## config.mk

```make
export PLATFORM = sky130hd
export DESIGN_NAME = sndbus_ctrl
export DESIGN_NICKNAME = d
export VERILOG_FILES = /design/src/rtl/sndbus_pkg.sv /design/src/rtl/sndbus_sync.sv /design/src/rtl/sndbus_ctrl.sv
export SDC_FILE = /design/constraint.sdc
export NUM_CORES = 1
export LEC_CHECK = 0
export BUFFER_PORTS_ARGS = -buffer_cell sky130_fd_sc_hd__buf_2
export CORE_AREA = 4 4 80 59
export CTS_CLUSTER_SIZE = 10
export DETAILED_ROUTE_END_ITERATION = 16
export DIE_AREA = 0 0 84 63
export GPL_TIMING_DRIVEN = 1
export PLACE_DENSITY = 0.85
export SKIP_LAST_GASP = 1
export SYNTH_ARGS = -nofsm -noshare
export SYNTH_HDL_FRONTEND = slang
export SYNTH_SLANG_ARGS = --single-unit
```

## constraint.sdc

```tcl
create_clock -name clk -period 2.4 [get_ports clk]
set_input_delay 0.12 -clock clk [delete_from_list [all_inputs] [get_ports clk]]
set_output_delay 0.12 -clock clk [all_outputs]
set_load 0.005 [all_outputs]
```

## src/rtl/sndbus_pkg.sv

```systemverilog
// Shared types for the AY sound-bus controller: FSM states and host bus modes.
package sndbus_pkg;

    typedef enum logic [2:0] {
        S_IDLE,
        S_SETUP,
        S_STROBE,
        S_HOLD,
        S_WAITEND
    } state_t;

    typedef enum logic [1:0] {
        M_INACTIVE,
        M_LATCH,
        M_WRITE,
        M_READ
    } mode_t;

    function automatic mode_t decode_mode(input logic [2:0] bdir_bc2_bc1);
        mode_t m;
        unique case (bdir_bc2_bc1)
            3'b111:  m = M_LATCH;
            3'b110:  m = M_WRITE;
            3'b011:  m = M_READ;
            default: m = M_INACTIVE;
        endcase
        return m;
    endfunction

endpackage

```

## src/rtl/sndbus_sync.sv

```systemverilog
// Two-flop synchroniser for the asynchronous AY slot controls.
module sndbus_sync #(
    parameter int W = 1
) (
    input  logic         clk,
    input  logic         rst,
    input  logic [W-1:0] d,
    output logic [W-1:0] q
);

    logic [W-1:0] meta;

    always_ff @(posedge clk) begin
        if (rst) begin
            meta <= '0;
            q    <= '0;
        end else begin
            meta <= d;
            q    <= meta;
        end
    end

endmodule

```

## src/rtl/sndbus_ctrl.sv

```systemverilog
// Bridges one AY host slot to up to eight sound chips on a shared local bus,
// with an in-band config write selecting the target chip and status-read mode.
module sndbus_ctrl
    import sndbus_pkg::*;
#(
    parameter int NCHIPS    = 4,
    parameter int SETUP_CYC = 2,
    parameter int PULSE_CYC = 8,
    parameter int HOLD_CYC  = 2
) (
    input  logic              clk,
    input  logic              rst,
    input  logic              aybdir,
    input  logic              aybc2,
    input  logic              aybc1,
    input  logic              aya8,
    input  logic              aya9_n,
    input  logic [7:0]        ayd_i,
    output logic [7:0]        ayd_o,
    output logic              ayd_oe,
    input  logic [7:0]        d_i,
    output logic [7:0]        d_o,
    output logic              d_oe,
    input  logic [NCHIPS-1:0] chip_en,
    input  logic              multi_ena,
    output logic [NCHIPS-1:0] cs_n,
    output logic              rd_n,
    output logic              wr_n,
    output logic              a0,
    output logic [2:0]        sel,
    output logic              stat,
    output logic              busy
);

    logic [4:0]        raw;
    logic [4:0]        syn;
    logic              hit;
    mode_t             mode;
    state_t            state;
    logic [3:0]        cnt;
    logic              is_rd;
    logic              start;
    logic              cfg;
    logic              cfg_ok;
    logic [7:0]        en_ext;
    logic [NCHIPS-1:0] cs_sel;

    assign raw = {aybdir, aybc2, aybc1, aya8, aya9_n};

    sndbus_sync #(.W(5)) u_sync (
        .clk (clk),
        .rst (rst),
        .d   (raw),
        .q   (syn)
    );

    assign hit    = syn[1] & ~syn[0];
    assign mode   = decode_mode(syn[4:2]);
    assign start  = (state == S_IDLE) && hit && (mode != M_INACTIVE);
    assign cfg    = multi_ena && (mode == M_LATCH) && (ayd_i[7:4] == 4'hF);
    assign en_ext = 8'(chip_en);
    // Out-of-range indices land on zero-extended bits, so this covers both checks.
    assign cfg_ok = en_ext[ayd_i[2:0]];
    assign busy   = (state != S_IDLE);
    assign ayd_oe = hit && (mode == M_READ);

    always_comb begin
        cs_sel = '0;
        for (int i = 0; i < NCHIPS; i++) begin
            cs_sel[i] = (sel == 3'(i)) && chip_en[i];
        end
    end

    always_ff @(posedge clk) begin
        if (rst) begin
            state <= S_IDLE;
            cnt   <= '0;
            is_rd <= 1'b0;
            cs_n  <= '1;
            rd_n  <= 1'b1;
            wr_n  <= 1'b1;
            a0    <= 1'b0;
            d_oe  <= 1'b0;
            d_o   <= 8'h00;
            ayd_o <= 8'hFF;
            sel   <= 3'd0;
            stat  <= 1'b0;
        end else begin
            if (!multi_ena) begin
                sel  <= 3'd0;
                stat <= 1'b0;
            end
            unique case (state)
                S_IDLE: begin
                    if (start) begin
                        d_o <= ayd_i;
                        if (cfg) begin
                            stat  <= ayd_i[3];
                            if (cfg_ok) sel <= ayd_i[2:0];
                            state <= S_WAITEND;
                        end else begin
                            is_rd <= (mode == M_READ);
                            a0    <= (mode == M_READ) ? ~stat
                                                      : (mode == M_WRITE);
                            d_oe  <= (mode != M_READ);
                            cs_n  <= ~cs_sel;
                            cnt   <= 4'(SETUP_CYC - 1);
                            state <= S_SETUP;
                        end
                    end
                end
                S_SETUP: begin
                    if (cnt == 4'd0) begin
                        rd_n  <= ~is_rd;
                        wr_n  <= is_rd;
                        cnt   <= 4'(PULSE_CYC - 1);
                        state <= S_STROBE;
                    end else begin
                        cnt <= cnt - 4'd1;
                    end
                end
                S_STROBE: begin
                    if (cnt == 4'd0) begin
                        rd_n  <= 1'b1;
                        wr_n  <= 1'b1;
                        if (is_rd) ayd_o <= d_i;
                        cnt   <= 4'(HOLD_CYC - 1);
                        state <= S_HOLD;
                    end else begin
                        cnt <= cnt - 4'd1;
                    end
                end
                S_HOLD: begin
                    if (cnt == 4'd0) begin
                        cs_n  <= '1;
                        d_oe  <= 1'b0;
                        state <= S_WAITEND;
                    end else begin
                        cnt <= cnt - 4'd1;
                    end
                end
                S_WAITEND: begin
                    // Hold off until the host cycle ends so one cycle = one access.
                    if (!hit || mode == M_INACTIVE) state <= S_IDLE;
                end
                default: state <= S_IDLE;
            endcase
        end
    end

endmodule

```

==> summary.txt <==
Run status
  – Outcome: finished, final reports clean

Logic synthesis
  – Syn Nets: 244
  – Synthesized area per cell: 9.14 µm²
  – Flops & latches, synth: between 40 and 50
  – Ys async rst share: 0%
  – Synth unique cells: 49
  – Synth Flop Type: dfxtp_1
  – Syn Inst Count: approximately 220
  – Synth area leaders: dfxtp_1 47%, mux2i_1 7.6%, nand2_1 6.9%
  – Netlist Area Pre-Place: slightly below 2000 µm²
  – Area share of the largest cell type after synthesis: between 40% and 50%
  – Yosys top cell by area: dfxtp_1
  – Yosys warning total: 0
  – Register area share after synthesis: approximately 47%
  – Post-synth EDFFs: 0

Cells and area
  – Layout cells sized above 1: 30.2%
  – Commonest non-fill, non-tap cell in the layout: buf_2
  – Most frequent cells in the layout: 57 x buf_2, 46 x dfxtp_1, 36 x nand2_1
  – # diodes: 0
  – Final nets: 303
  – P&R area growth vs syn: 23.7%

Placement
  – IO buf count: 57
  – RePlAce Congestion: 0.811
  – Post-DP HPWL: roughly 3300 µm

STA
  – Hold slack final: 0.0140 ns
  – Final worst-path cycle share: a little under nine tenths
  – Worst slew pin tran: 0.670 ns
  – Final Skew: approximately 0.011 ns
  – Final min period: 2.06 ns
  – Final setup viols: 0
  – Final setup TNS: 0 ns
  – Max_slew headroom: a little under three fifths
  – Hold Fails Final Rpt: 0
  – Fmax: just under 500 MHz
  – Max-slew violations: 0
  – RSZ-0062 raised after global routing: no

GRT
  – Antenna violations before repair: 0
  – Met1 Use GR: a little under a quarter
  – Vias in the first global route: about 1700
  – Gr busiest metal: met2
  – Grt ovf: 0
  – M3 GR Usage: under 10%
  – Largest net degree at the start of global routing: 37
  – First-pass GRT wire length: 7800 µm
  – All-Layer GR Usage: 17.9%
  – Met2 global-route usage: about 28%

Clocking
  – Htree depth: 2
  – Clk_lat worst skew: 0.30 ns
  – Post-CTS Resized: 0
  – CTS Hold Bufs: 0
  – Clk sinks: 46
  – Clk slew on worst S/H paths: 0.09 ns
  – Root Driver: clkbuf_8
  – Clk buf depth: 2
  – Num CTS Buffers: 5
  – Setup bufs post-CTS: 0
  – CTS tree: built

Route
  – # DRC: 0
  – Antenna Nets Post-Route: 0
  – Vias per inst: 5.41
  – Final wirelength: 4550 µm
  – Initial DRC Count: between 90 and 100
  – Routed via count: 1770
  – Routed length per placed instance: roughly 14 µm
  – DRT Pass-1 Iters: 4

Worst setup path
  – WP data required: 2.63 ns
  – Crit end category: register
  – Setup crit start: state[2]
  – Worst Reg-to-Reg Cells: 4
  – RR Startpoint: state[2]
  – Reg2reg setup slack: 0.34 ns
  – WP data arrival: 2.28 ns
  – Startpoint Class: register
  – Crit Path Max Fanout: 15
  – Worst Setup EP: sel[1]
  – R2r endpoint: sel[1]
  – Worst Setup Path Type: register to register

Flow run
  – Max-Cap Viols: 0

Pwr
  – Worst VDD drop: 0.458 mV
  – Pleak: approximately 1.0 nW
  – Cell Pwr Density: 588 nW/µm²

Worst hold path
  – Worst Hold Class: input pin to register

Die
  – Row cnt: 19
  – Io pins: 58
  – CORE AREA: 3900 µm²
  – Initial Utilization: 50.4%
  – Die height: between 60 and 70 µm
  – Die X-Extent: 84 µm
  – Die ar.: 5290 µm²
logic make-up after synthesis:
group / Yosys count / synth area share (%)
buffers and inverters: 16 / 3.12
DFF: 46 / 46.8
muxes: 17 / 9.36
AOI/OAI and AO/OA: 37 / 12.7
xor gates and xnor gates: 1 / 0.446
adders and majority gates: 1 / 0.636
and+or+nand+nor: 97 / 26.9
layout make-up:
class / count / area (µm²)
Clock inverter: 3 / 45.0
Inverter: 5 / 18.8
Tap cell: 52 / 65.1
Multi-Input combinational cell: 153 / 983
Sequential cell: 46 / 921
Timing Repair Buffer: 63 / 330
Fill cell: 341 / 1470
Clock buffer: 5 / 68.8
flip-flops by register name, summed over array words and instances (netlist names), 3 cells and up:
register and cells:
u_sync.q 5, sel 3, d_o 8, state 3, u_sync.meta 5, cs_n 4
cnt 4, ayd_o 8
worst min-delay path by stage:
stage              start              to  slack (ns)  cells after the start
6_report          aybdir  u_sync.meta[4]        0.01                      2
5_1_grt           aya9_n  u_sync.meta[0]        0.02                      2
4_1_cts           d_i[4]        ayd_o[4]        0.01                      3
3_5_place_dp       aybc2  u_sync.meta[3]        0.33                      2
3_3_place_gp      d_i[3]        ayd_o[3]        0.33                      3
2_1_floorplan  multi_ena          sel[2]        0.24                      2
per-layer routing:
layer | vias up | wire length, µm
li1 | 883 | -
met4 | 0 | 50
met2 | 82 | 1870
met5 | - | 0
met1 | 798 | 2130
met3 | 7 | 495
metrics by stage:
step	setup slack (ns)	total power (W)	std cells	area, µm²	util [%]
after floorplan	0.539	0.000830	215	1970	-
after global placement	0.387	0.000864	319	2320	59.5
after detailed placement	0.360	0.000867	319	2320	59.5
after CTS	0.322	0.00144	327	2430	62.4
after global routing	0.209	0.00148	327	2430	62.4
final	0.342	0.00143	327	2430	62.4
cells in the mapped netlist, types with 2 or more instances:
cell type / instances
dfxtp_1: 46
nand2_1: 36
mux2i_1: 15
a21oi_1: 14
nor2_1: 11
nor2b_1: 11
clkbuf_1: 9
nor3_1: 7
nand3_1: 6
inv_1: 4
o211ai_1: 4
o21ai_0: 4
or3_1: 3
a211oi_1: 2
and3b_1: 2
nand2b_1: 2
nand4_1: 2
nor3b_1: 2
nor4_1: 2
o41ai_1: 2
or2_2: 2
or3_4: 2
critical path: stages (launching register included):
cell     delay [ns]
dfxtp_1        0.32
or3_4          0.39
or3_1          0.63
nor4b_4        0.42
mux2i_1        0.23
power breakdown:
part | switching, W | leakage [nW] | total (W) | internal, W
combinational | 0.0000386 | 0.594 | 0.0000742 | 0.0000356
sequential | 0.00000394 | 0.373 | 0.000775 | 0.000772
clock | 0.000270 | 0.0504 | 0.000580 | 0.000310
total | 0.000313 | 1.02 | 0.00143 | 0.00112
Note: power is estimated with default switching activity, not from simulation.
